**config.mk**
```make
export PLATFORM = sky130hd
export DESIGN_NAME = muldiv_issue_ctrl
export DESIGN_NICKNAME = d
export VERILOG_FILES = /design/src/rtl/muldiv_issue_ctrl.sv
export SDC_FILE = /design/constraint.sdc
export NUM_CORES = 1
export LEC_CHECK = 0
export BUFFER_PORTS_ARGS = -buffer_cell sky130_fd_sc_hd__buf_2
export CAP_MARGIN = 5
export CORE_ASPECT_RATIO = 0.8
export CORE_MARGIN = 2
export CORE_UTILIZATION = 45
export DETAILED_ROUTE_END_ITERATION = 8
export MAX_ROUTING_LAYER = met4
export PLACE_DENSITY = 0.74
export SETUP_SLACK_MARGIN = 0.1
export SYNTH_ARGS = -nofsm -noshare
export SYNTH_HDL_FRONTEND = slang
export SYNTH_HIERARCHICAL = 1
export SYNTH_SLANG_ARGS = --single-unit
export TNS_END_PERCENT = 10
```
**constraint.sdc**
```tcl
create_clock -name clk -period 2.3 [get_ports clk]
set_input_delay 0.345 -clock clk [delete_from_list [all_inputs] [get_ports clk]]
set_output_delay 0.345 -clock clk [all_outputs]
set_load 0.01 [all_outputs]
```
**src/rtl/muldiv_issue_ctrl.sv**
```systemverilog
// Multiply/divide issue and writeback controller: steers M-extension ops to the shared
// sequential multiplier or divider, buffers one result per unit and arbitrates them onto the CDB.

module muldiv_unit_fsm #(
    parameter int TAG_WIDTH = 6
) (
    input  logic                 clk,
    input  logic                 rst,
    input  logic                 flush,
    input  logic                 accept,
    input  logic                 grant,
    input  logic                 done,
    input  logic [2:0]           in_op,
    input  logic [TAG_WIDTH-1:0] in_tag,
    input  logic [31:0]          in_a,
    input  logic [31:0]          in_b,
    input  logic [31:0]          result,
    output logic                 ready,
    output logic                 start,
    output logic                 req,
    output logic [2:0]           op,
    output logic [TAG_WIDTH-1:0] tag,
    output logic [31:0]          a,
    output logic [31:0]          b,
    output logic [31:0]          data
);

    typedef enum logic [2:0] {IDLE, START, BUSY, HOLD, DRAIN} state_t;

    state_t state;

    assign ready = (state == IDLE) & ~rst & ~flush;
    assign req   = (state == HOLD);

    // DRAIN swallows the done of an op abandoned by flush so it can never reach the CDB.
    always_ff @(posedge clk) begin
        if (rst) begin
            state <= IDLE;
            start <= 1'b0;
            op    <= '0;
            tag   <= '0;
            a     <= '0;
            b     <= '0;
            data  <= '0;
        end else if (flush) begin
            start <= 1'b0;
            case (state)
                START, BUSY: state <= done ? IDLE : DRAIN;
                HOLD:        state <= IDLE;
                DRAIN:       if (done) state <= IDLE;
                default:     state <= state;
            endcase
        end else begin
            start <= 1'b0;
            case (state)
                IDLE: begin
                    if (accept) begin
                        state <= START;
                        start <= 1'b1;
                        op    <= in_op;
                        tag   <= in_tag;
                        a     <= in_a;
                        b     <= in_b;
                    end
                end
                START, BUSY: begin
                    if (done) begin
                        data  <= result;
                        state <= HOLD;
                    end else begin
                        state <= BUSY;
                    end
                end
                HOLD:    if (grant) state <= IDLE;
                DRAIN:   if (done) state <= IDLE;
                default: state <= IDLE;
            endcase
        end
    end

endmodule

module muldiv_issue_ctrl #(
    parameter int TAG_WIDTH = 6
) (
    input  logic                 clk,
    input  logic                 rst,
    input  logic                 issue_valid,
    input  logic [2:0]           issue_funct3,
    input  logic [TAG_WIDTH-1:0] issue_tag,
    input  logic [31:0]          issue_rs1,
    input  logic [31:0]          issue_rs2,
    output logic                 mul_ready,
    output logic                 div_ready,
    input  logic                 flush,
    output logic                 mul_start,
    output logic [2:0]           mul_op,
    output logic [31:0]          mul_a,
    output logic [31:0]          mul_b,
    input  logic                 mul_done,
    input  logic [31:0]          mul_result,
    output logic                 div_start,
    output logic [2:0]           div_op,
    output logic [31:0]          div_a,
    output logic [31:0]          div_b,
    input  logic                 div_done,
    input  logic [31:0]          div_result,
    output logic                 cdb_valid,
    output logic [TAG_WIDTH-1:0] cdb_tag,
    output logic [31:0]          cdb_data,
    input  logic                 cdb_stall
);

    logic                 mul_accept, div_accept;
    logic                 mul_req, div_req;
    logic                 mul_grant, div_grant;
    logic                 sel_div;
    logic                 rr;
    logic [TAG_WIDTH-1:0] mul_tag, div_tag;
    logic [31:0]          mul_data, div_data;

    assign mul_accept = issue_valid & ~flush & ~issue_funct3[2] & mul_ready;
    assign div_accept = issue_valid & ~flush &  issue_funct3[2] & div_ready;

    // rr = 0 favours the multiplier, 1 the divider, when both are holding results.
    assign sel_div   = div_req & (~mul_req | rr);
    assign cdb_valid = (mul_req | div_req) & ~flush;
    assign cdb_tag   = sel_div ? div_tag  : mul_tag;
    assign cdb_data  = sel_div ? div_data : mul_data;
    assign mul_grant = cdb_valid & ~cdb_stall & ~sel_div;
    assign div_grant = cdb_valid & ~cdb_stall &  sel_div;

    always_ff @(posedge clk) begin
        if (rst) begin
            rr <= 1'b0;
        end else if (mul_grant | div_grant) begin
            rr <= ~sel_div;
        end
    end

    muldiv_unit_fsm #(.TAG_WIDTH(TAG_WIDTH)) u_mul (
        .clk    (clk),
        .rst    (rst),
        .flush  (flush),
        .accept (mul_accept),
        .grant  (mul_grant),
        .done   (mul_done),
        .in_op  (issue_funct3),
        .in_tag (issue_tag),
        .in_a   (issue_rs1),
        .in_b   (issue_rs2),
        .result (mul_result),
        .ready  (mul_ready),
        .start  (mul_start),
        .req    (mul_req),
        .op     (mul_op),
        .tag    (mul_tag),
        .a      (mul_a),
        .b      (mul_b),
        .data   (mul_data)
    );

    muldiv_unit_fsm #(.TAG_WIDTH(TAG_WIDTH)) u_div (
        .clk    (clk),
        .rst    (rst),
        .flush  (flush),
        .accept (div_accept),
        .grant  (div_grant),
        .done   (div_done),
        .in_op  (issue_funct3),
        .in_tag (issue_tag),
        .in_a   (issue_rs1),
        .in_b   (issue_rs2),
        .result (div_result),
        .ready  (div_ready),
        .start  (div_start),
        .req    (div_req),
        .op     (div_op),
        .tag    (div_tag),
        .a      (div_a),
        .b      (div_b),
        .data   (div_data)
    );

endmodule
```
==> results of run 1 <==
-- metrics by stage --
step	hold slack, ns	instance area (µm²)
finish	0.0859	11400
global route	0.0792	11400
CTS	0.0671	11200
detailed placement	0.443	10100
global placement	0.438	10100
floorplan	0.417	8380
-- cell families after synthesis --
family | count (synthesis) | share of synthesized area (%)
simple gates | 461 | 21.3
buf+inv | 87 | 5.88
mux | 42 | 6.01
xor+xnor | 2 | 0.209
compound gates | 234 | 14.4
flops | 219 | 52.3
-- layer usage --
layer  share of wire [%]  vias to the layer above  global-route usage, %
li1                    -                     3996                      -
met1                  41                     3783                   29.5
met2                  48                      344                   40.8
met3                 8.4                       59                   6.09
met4                 3.2                        0                   7.45
met5                   0                        -                      -
-- Yosys cell counts --
cell / count / area share [%]
nor3_1: 1 / 0.060
mux2_1: 2 / 0.27
and3_1: 6 / 0.45
buf_6: 7 / 0.94
buf_2: 18 / 1.1
mux2i_1: 2 / 0.24
nor2_1: 11 / 0.49
nor4bb_1: 1 / 0.12
nand2_1: 429 / 19
o21ai_0: 4 / 0.24
a21oi_1: 222 / 13
dfxtp_1: 219 / 52
inv_2: 1 / 0.045
a2bb2oi_1: 2 / 0.21
inv_1: 8 / 0.36
mux2_4: 9 / 1.6
a311oi_1: 1 / 0.10
o21ai_2: 1 / 0.10
xor2_1: 2 / 0.21
clkbuf_1: 32 / 1.4
nand3_1: 6 / 0.36
o311a_1: 2 / 0.24
a31o_2: 2 / 0.21
buf_4: 20 / 1.8
buf_12: 1 / 0.24
nor4_1: 2 / 0.15
nor2_2: 4 / 0.30
mux2_2: 29 / 3.9
and4b_1: 1 / 0.12
-- power by group --
group	leakage [nW]	internal [W]	switching, W
sequential	1.77	0.00382	0.0000132
clock	0.381	0.00226	0.00146
combinational	2.79	0.000155	0.000207
-- worst max path at each step --
stage                    from      endpoint  slack [ns]  depth (start not counted)
5_1_grt        u_mul/state[1]   cdb_data[3]       -0.08                          8
2_1_floorplan  u_mul/state[1]   u_mul/a[10]        0.29                          9
4_1_cts        u_mul/state[0]  cdb_data[16]       -0.06                          8
6_report       u_mul/state[0]   cdb_data[3]       -0.02                          8
3_3_place_gp   u_mul/state[2]   cdb_data[9]        0.26                          6
3_5_place_dp            flush   u_mul/a[18]        0.20                          8
-- cell type report --
class                   instances  area [µm²]  area share, %
multi-input cells             739        3650           31.9
clock inverters                 3        43.8          0.383
well taps                     253         317           2.77
repair buffers                360        2270           19.9
flip-flops and latches        219        4390           38.4
inverters                       9        33.8          0.295
diodes                          1        2.50         0.0219
clock buffers                  36         724           6.34
-- worst min-delay path, stage by stage --
cell and delay, ns:
buf_2 0.09, nand2_1 0.05, a21oi_1 0.05
-- sequential cells by signal, summed over array words and instances (netlist names) --
signal,cells
u_div/a,32
u_div/b,32
u_div/data,32
u_mul/a,32
u_mul/b,32
u_mul/data,32
u_div/tag,6
u_mul/tag,6
u_div/op,3
u_div/state,3
u_mul/op,3
u_mul/state,3
rr,1
u_div/start,1
u_mul/start,1
-- timing repair --
| item | CTS | global route |
|---|---|---|
| cloned | 1 | 2 |
| gates resized for setup | 43 | 38 |
| pin swaps | 2 | 3 |
| endpoints found under the setup margin | 38 | 42 |
| setup buffers | 4 | 3 |
==> summary.md, run 1 <==
| Metric | Value |
|---|---|
| Reg2reg start | `u_mul/state[2]` |
| Fmax | `0.431 GHz` |
| Vias in the first global route | `7765` |
| Iteration-0 DRC Markers | `547` |
| FF-to-FF End | `u_mul/b[7]` |
| Global router's overall resource usage | `24.6%` |
| Post-synth cell types | `29` |
| Share of layout cells above drive strength 1 | `33.3%` |
| Post-route ant nets | `0` |
| Hold_buf cts | `0` |
| Drt first pass iters | `5` |
| Leading cell type in the layout, fill and taps excluded | `nand2_1` |
| Vert. Die Dim | `126 µm` |
| Via Count | `8182` |
| Core area | `18200 µm²` |
| Standard-cell rows | `44` |
| Root Driver | `clkbuf_16` |
| Register area share after synthesis | `52.3%` |
| Initial cell density of the core | `46.0%` |
| Clk pin slew, worst setup/hold paths | `0.06 ns` |
| Post-Syn Area per Cell | `8.02 µm²` |
| Setup TNS | `-0.127 ns` |
| Yosys warns | `6` |
| Fin nets | `1495` |
| H-tree Lvls | `1` |
| Post-Synthesis Cells | `1045` |
| Clock Path Buffers | `3` |
| Unrepaired setup endpoints after global routing | `true` |
| VDD IR max | `0.522 mV` |
| Kind of launch point of the worst setup path | `register` |
| Filler cell count | `1566` |
| Final Hold Violating Endpoints | `0` |
| Worst-Skew Late Latency | `0.49 ns` |
| Post-route worst setup slack | `-0.0183 ns` |
| Clk sinks | `219` |
| Static Leak | `4.94 nW` |
| Initial antenna violation count | `1` |
| Via/cell ratio | `5.05` |
| Failing checks | `negative setup slack` |
| Syn Nets | `1189` |
| Worst-path maximum fanout | `6` |
| Pwr Density | `692 nW/µm²` |
| Finished Core Util | `62.7%` |
| Worst path cell trace | `nand2_2, nor2_4, inv_2, o21ai_4, buf_12, buf_8, mux2_2, buf_2` |
| Reg2reg setup slack | `0.18 ns` |
| Minimum clock period | `2.32 ns` |
| Final std cells w/o fill | `1620` |
| Final period utilization | `101%` |
| Crit-path max cell delay | `0.34 ns` |
| Largest net degree at the start of global routing | `93` |
| Post-synthesis cell area | `8380 µm²` |
| Most frequent cells in the layout | `428 x nand2_1, 284 x buf_2, 222 x a21oi_1` |
| HP Start | `mul_result[5]` |
| First-pass GRT wire length | `38.4 mm` |
| Max-slew violations | `0` |
| Worst-margin pin slew | `0.981 ns` |
| Final setup viols | `13` |
| Status | `finished with violations` |
| Worst Path Arrival | `1.97 ns` |
| Drt wl/cell | `15.5 µm` |
| Clock skew | `0.00714 ns` |
| CP delay by family, top | `buffers and inverters` |
| Port Buffers | `320` |
| Worst hold stages | `3` |
| Total power | `0.00791 W` |
| Total gr overflow | `0` |
| Placed insts | `1570` |
| CP bufs+invs | `4` |
| Die ar. | `19700 µm²` |
| WS Path Type | `reg2out` |
| Crit. End Element | `output pin` |
| GPL Wtd Cong | `0.796` |
| DIE WIDTH | `157 µm` |
| Worst min path class | `in2reg` |
| Min-Delay Endpoint | `u_mul/data[5]` |
| I/O pin cnt | `321` |
| Routed WL | `25.1 mm` |
| Pre-CTS WS | `0.201 ns` |
| Worst reg-to-reg path cell count | `9` |
| Slew HR | `34.6%` |
| Yosys reg bits | `219` |
| # Max-Cap Violations | `0` |
| CTS buffer count | `22` |
| TritonCTS clock tree | `yes` |
| Layout Area Growth over Synthesis | `36.4%` |
| DR DRC count | `0` |
| Slowest cell on the critical path | `dfxtp_2` |
| Crit path required time | `1.96 ns` |
| Hpwl dp | `16.2 mm` |
Note: power is estimated with default switching activity, not from simulation.
==> inputs of run 2 (changes only) <==
SYNTH_HIERARCHICAL = unset   (was 1)
==> run 2 against run 1 <==
Against the previous run:
- the run still ends with negative setup slack left
- clock skew up 0.0055 ns
- count of clock-buffer cells in the layout down 1
- largest cell class unchanged
- non-clock buffer count down 9
- synthesized cell count down 16%
- via count down 10%
- final cell count down 9.6%
- routed wire length down 6.1%
- largest power group unchanged
==> summary.md, run 2 <==
| Metric | Value |
|---|---|
| Post-synthesis cell area | `8550 µm²` |
| Root Driver | `clkbuf_16` |
| Crit path required time | `1.96 ns` |
| Drt wl/cell | `16.1 µm` |
| Leading cell type in the layout, fill and taps excluded | `buf_2` |
| Vert. Die Dim | `127 µm` |
| Filler cell count | `1622` |
| Clock skew | `0.0126 ns` |
| Pwr Density | `718 nW/µm²` |
| Worst-path maximum fanout | `8` |
| Finished Core Util | `61.3%` |
| Status | `finished with violations` |
| Prevailing post-synth register cell | `dfxtp_1` |
| Area of the multi-input gates | `3830 µm²` |
| Failing checks | `negative setup slack` |
| Worst hold stages | `2` |
| Worst reg-to-reg path cell count | `6` |
| Vias in the first global route | `6915` |
| First-pass GRT wire length | `35.6 mm` |
| Synth top cells by count | `219 x dfxtp_1, 150 x nor2_1, 144 x mux2i_1` |
| Fmax | `0.411 GHz` |
| Drt first pass iters | `5` |
| Static Leak | `6.11 nW` |
| CTS buffer count | `22` |
| WS Path Type | `reg2out` |
| # Max-Cap Violations | `0` |
| Via Count | `7333` |
| DR DRC count | `0` |
| Final Hold Violating Endpoints | `0` |
| Post-route ant nets | `0` |
| TritonCTS clock tree | `yes` |
| Initial cell density of the core | `45.5%` |
| Yosys warns | `0` |
| GPL Wtd Cong | `0.863` |
| Slew HR | `35.0%` |
| Routed WL | `23.6 mm` |
| VDD IR max | `0.719 mV` |
| Most frequent cells in the layout | `283 x buf_2, 214 x dfxtp_1, 149 x nor2_1` |
| Fin nets | `1334` |
| Worst-Skew Late Latency | `0.50 ns` |
| Final period utilization | `106%` |
| Hpwl dp | `15.6 mm` |
| Post-route worst setup slack | `-0.134 ns` |
| EDFF count, synth | `0` |
| Share of the synthesized area in the top cell type | `51.3%` |
| Share of layout cells above drive strength 1 | `36.3%` |
| Unrepaired setup endpoints after global routing | `true` |
| Standard-cell rows | `45` |
| Final setup viols | `38` |
| Max-slew violations | `0` |
| Core area | `18800 µm²` |
| Share of flip-flops with an asynchronous set or reset | `0%` |
| Initial antenna violation count | `0` |
| Minimum clock period | `2.43 ns` |
| Most frequent cell after synthesis | `dfxtp_1` |
| Register area share after synthesis | `51.3%` |
| DIE WIDTH | `158 µm` |
| Yosys reg bits | `219` |
| Kind of launch point of the worst setup path | `register` |
| Worst Path Arrival | `2.09 ns` |
| Worst min path class | `in2reg` |
| Worst-margin pin slew | `0.975 ns` |
| Die ar. | `20100 µm²` |
| Port Buffers | `320` |
| I/O pin cnt | `321` |
| Pre-CTS WS | `0.352 ns` |
| Global router's overall resource usage | `22.6%` |
| Via/cell ratio | `5.01` |
| Post-synth cell types | `43` |
| Layout Area Growth over Synthesis | `34.7%` |
| Largest net degree at the start of global routing | `97` |
| Clk sinks | `219` |
| Iteration-0 DRC Markers | `465` |
| Clock Path Buffers | `3` |
| Total gr overflow | `0` |
| Crit. End Element | `output pin` |
| Register Area | `4390 µm²` |
| Clk pin slew, worst setup/hold paths | `0.06 ns` |
| Leading area contributor after synthesis | `dfxtp_1` |
| Syn Nets | `1023` |
| Post-Synthesis Cells | `879` |
| Synth top area cells | `dfxtp_1 51%, mux2i_1 17%, nor2_1 6.6%` |
| Post-Syn Area per Cell | `9.73 µm²` |
| H-tree Lvls | `1` |
run 2: logic make-up (layout without fill, tap and decap cells):
group / count (synthesis) / after routing / synth area share, %
DFF: 219 / 219 / 51.3
xor gates and xnor gates: 2 / 2 / 0.205
and+or+nand+nor: 313 / 313 / 14.8
buffers and inverters: 71 / 398 / 4.97
other: 0 / 1 / 0
muxes: 183 / 183 / 22.9
adders and majority gates: 2 / 2 / 0.249
AOI/OAI and AO/OA: 89 / 89 / 5.62
run 2: timing repair:
| item | 4_1_cts | 5_1_grt |
|---|---|---|
| pin swaps | 1 | 2 |
| cloned | 3 | 2 |
| endpoints found under the hold margin | 0 | 0 |
| hold buffers | 0 | 0 |
| endpoints found under the setup margin | 38 | 39 |
| setup buffers | 3 | 5 |
| gates resized for setup | 50 | 17 |
run 2: critical path, stage by stage (launching register included):
cell,delay [ns]
dfxtp_4,0.37
and4bb_2,0.26
nor2_4,0.20
buf_6,0.16
clkbuf_16,0.15
mux2_4,0.30
buf_2,0.14
run 2: layout make-up:
class / count / area share, %
Multi-Input combinational cell: 589 / 33.2
Clock buffer: 35 / 5.91
Inverter: 7 / 0.228
Sequential cell: 219 / 38.1
Antenna cell: 1 / 0.0217
Timing Repair Buffer: 351 / 19.0
Clock inverter: 5 / 0.673
Tap cell: 258 / 2.80
run 2: metrics by stage:
step	std cells	cell area (µm²)	hold slack, ns	TNS, ns	power [W]
global route	1464	11500	0.0524	-6.39	0.00859
detailed placement	1411	10200	0.444	0	0.00462
floorplan	879	8550	0.432	0	0.00435
CTS	1457	11400	0.0397	-4.86	0.00836
finish	1465	11500	0.0638	-4.08	0.00828
global placement	1411	10200	0.440	0	0.00461
run 2: path summary, 6_finish.rpt:
kind / start / end / slack [ns]
hold reg to reg: u_div.data[21] / u_div.data[21] / 0.45
setup / recovery: u_mul.state[0] / cdb_data[15] / -0.13
setup reg to reg: u_div.state[1] / u_div.b[1] / 0.52
hold / removal: rst / rr / 0.06
run 2: where the power goes:
part | total [W] | switching [W] | internal, W
clock network | 0.00369 | 0.00144 | 0.00225
logic | 0.000662 | 0.000357 | 0.000304
registers | 0.00392 | 0.0000476 | 0.00388
run 2: layer usage:
metal	up-vias	wire length [µm]	GRT usage, %	share of wire (%)
li1	3562	-	-	-
met1	3442	9900	28.1	42
met2	279	11400	37.1	48
met3	50	1650	4.88	7.0
met4	0	677	6.62	2.9
met5	-	0	-	0
==> inputs of run 3 (changes only) <==
==> constraint.sdc (replaced) <==
create_clock -name clk -period 2.95 [get_ports clk]
set_input_delay 0.295 -clock clk [delete_from_list [all_inputs] [get_ports clk]]
set_output_delay 0.295 -clock clk [all_outputs]
set_load 0.01 [all_outputs]
==> run 3 against run 2 <==
Against the previous run:
- the flow now finishes without violations
- cell area down 4.9%
- clock skew fell by 0.0031 ns
- critical path depth unchanged
- hold slack got worse by 0.032 ns
- power down 22%
- critical endpoint is now cdb_tag[0]
- final cell count down 1.3%
- combinational power decreased by 30%
- largest cell class unchanged
- sequential share of layout area rose by 1.9 points
==> summary.md, run 3 (synthesis results as in run 2) <==
| Metric | Value |
|---|---|
| H-tree Lvls | `1` |
| Largest net degree at the start of global routing | `87` |
| Setup TNS | `0 ns` |
| Standard-cell rows | `45` |
| I/O pin cnt | `321` |
| Static Leak | `5.95 nW` |
| DIE WIDTH | `158 µm` |
| Worst hold stages | `3` |
| Worst-path maximum fanout | `38` |
| Final Hold Violating Endpoints | `0` |
| DR DRC count | `0` |
| Worst Path Arrival | `2.42 ns` |
| Worst min path class | `in2reg` |
| Total gr overflow | `0` |
| Clk pin slew, worst setup/hold paths | `0.06 ns` |
| Initial antenna violation count | `0` |
| Fmax | `0.368 GHz` |
| Crit path required time | `2.65 ns` |
| Via Count | `7165` |
| Vert. Die Dim | `127 µm` |
| Pwr Density | `589 nW/µm²` |
| Iteration-0 DRC Markers | `445` |
| Unrepaired setup endpoints after global routing | `false` |
| Filler cell count | `1700` |
| First-pass GRT wire length | `34.5 mm` |
| Initial cell density of the core | `45.5%` |
| WS Path Type | `reg2out` |
| Final period utilization | `92.1%` |
| Routed WL | `22.3 mm` |
| Post-route ant nets | `0` |
| GPL Wtd Cong | `0.838` |
| # Max-Cap Violations | `0` |
| Most frequent cells in the layout | `319 x buf_2, 219 x dfxtp_1, 150 x nor2_1` |
| Vias in the first global route | `6984` |
| Worst-margin pin slew | `0.977 ns` |
| CTS resizes | `0` |
| Clock Path Buffers | `3` |
| Kind of launch point of the worst setup path | `register` |
| Worst reg-to-reg path cell count | `5` |
| Layout Area Growth over Synthesis | `28.2%` |
| Finished Core Util | `58.3%` |
| Via/cell ratio | `4.96` |
| Slew HR | `34.8%` |
| VDD IR max | `0.533 mV` |
| Port Buffers | `320` |
| Hpwl dp | `15.4 mm` |
| Postcts setup bufs | `0` |
| Worst-Skew Late Latency | `0.50 ns` |
| Share of layout cells above drive strength 1 | `33.2%` |
| Minimum clock period | `2.72 ns` |
| Die ar. | `20100 µm²` |
| Core area | `18800 µm²` |
| Final setup viols | `0` |
| Hold_buf cts | `0` |
| Clock skew | `0.00957 ns` |
| Clk sinks | `219` |
| Global router's overall resource usage | `21.8%` |
| Status | `finished clean` |
| CTS buffer count | `23` |
| Drt wl/cell | `15.4 µm` |
| TritonCTS clock tree | `yes` |
| Crit. End Element | `output pin` |
| Drt first pass iters | `4` |
| Max-slew violations | `0` |
| Leading cell type in the layout, fill and taps excluded | `buf_2` |
| Root Driver | `clkbuf_16` |
| Fin nets | `1315` |
==> run 3: metal layers <==
| layer | vias to the layer above | share of wire [%] | global-route usage (%) |
|---|---|---|---|
| met4 | 0 | 3.2 | 7.42 |
| met3 | 57 | 6.6 | 4.31 |
| met2 | 251 | 47 | 35.8 |
| li1 | 3517 | - | - |
| met1 | 3340 | 43 | 27.0 |
| met5 | - | 0 | - |
==> run 3: worst paths after layout <==
kind                   from       endpoint  slack, ns
min reg2reg   u_mul.data[5]  u_mul.data[5]       0.45
min           div_result[2]  u_div.data[2]       0.03
max reg2reg  u_mul.state[2]    u_mul.a[10]       0.81
max          u_div.state[1]     cdb_tag[0]       0.23
==> run 3: critical path, cell delays in order, from the launching register on <==
cell	delay, ns
dfxtp_1	0.58
nand2_1	0.13
or2_4	0.27
nor2_4	0.10
buf_12	0.26
mux2_1	0.40
buf_2	0.15
==> run 3: stage by stage <==
step | hold slack [ns] | cells | setup WS [ns] | power (W) | instance area (µm²)
detailed placement | 0.446 | 1404 | 0.737 | 0.00360 | 10200
global placement | 0.438 | 1404 | 0.784 | 0.00359 | 10200
finish | 0.0316 | 1446 | 0.232 | 0.00646 | 11000
global route | 0.0182 | 1445 | 0.132 | 0.00672 | 11000
CTS | 0.00971 | 1445 | 0.262 | 0.00653 | 11000
floorplan | 0.431 | 879 | 1.21 | 0.00339 | 8550
==> run 3: power by group <==
part	switching [W]	internal [W]
clock network	0.00115	0.00178
registers	0.0000448	0.00302
logic	0.000259	0.000206
total	0.00145	0.00501
==> run 3: final cells by class <==
class                   instances  area [µm²]  share of cell area, %
inverters                       7        26.3                  0.240
multi-input cells             589        3760                   34.3
clock buffers                  32         639                   5.83
repair buffers                331        1700                   15.5
well taps                     258         323                   2.94
clock inverters                 9         129                   1.18
diodes                          1        2.50                 0.0228
flip-flops and latches        219        4380                   40.0
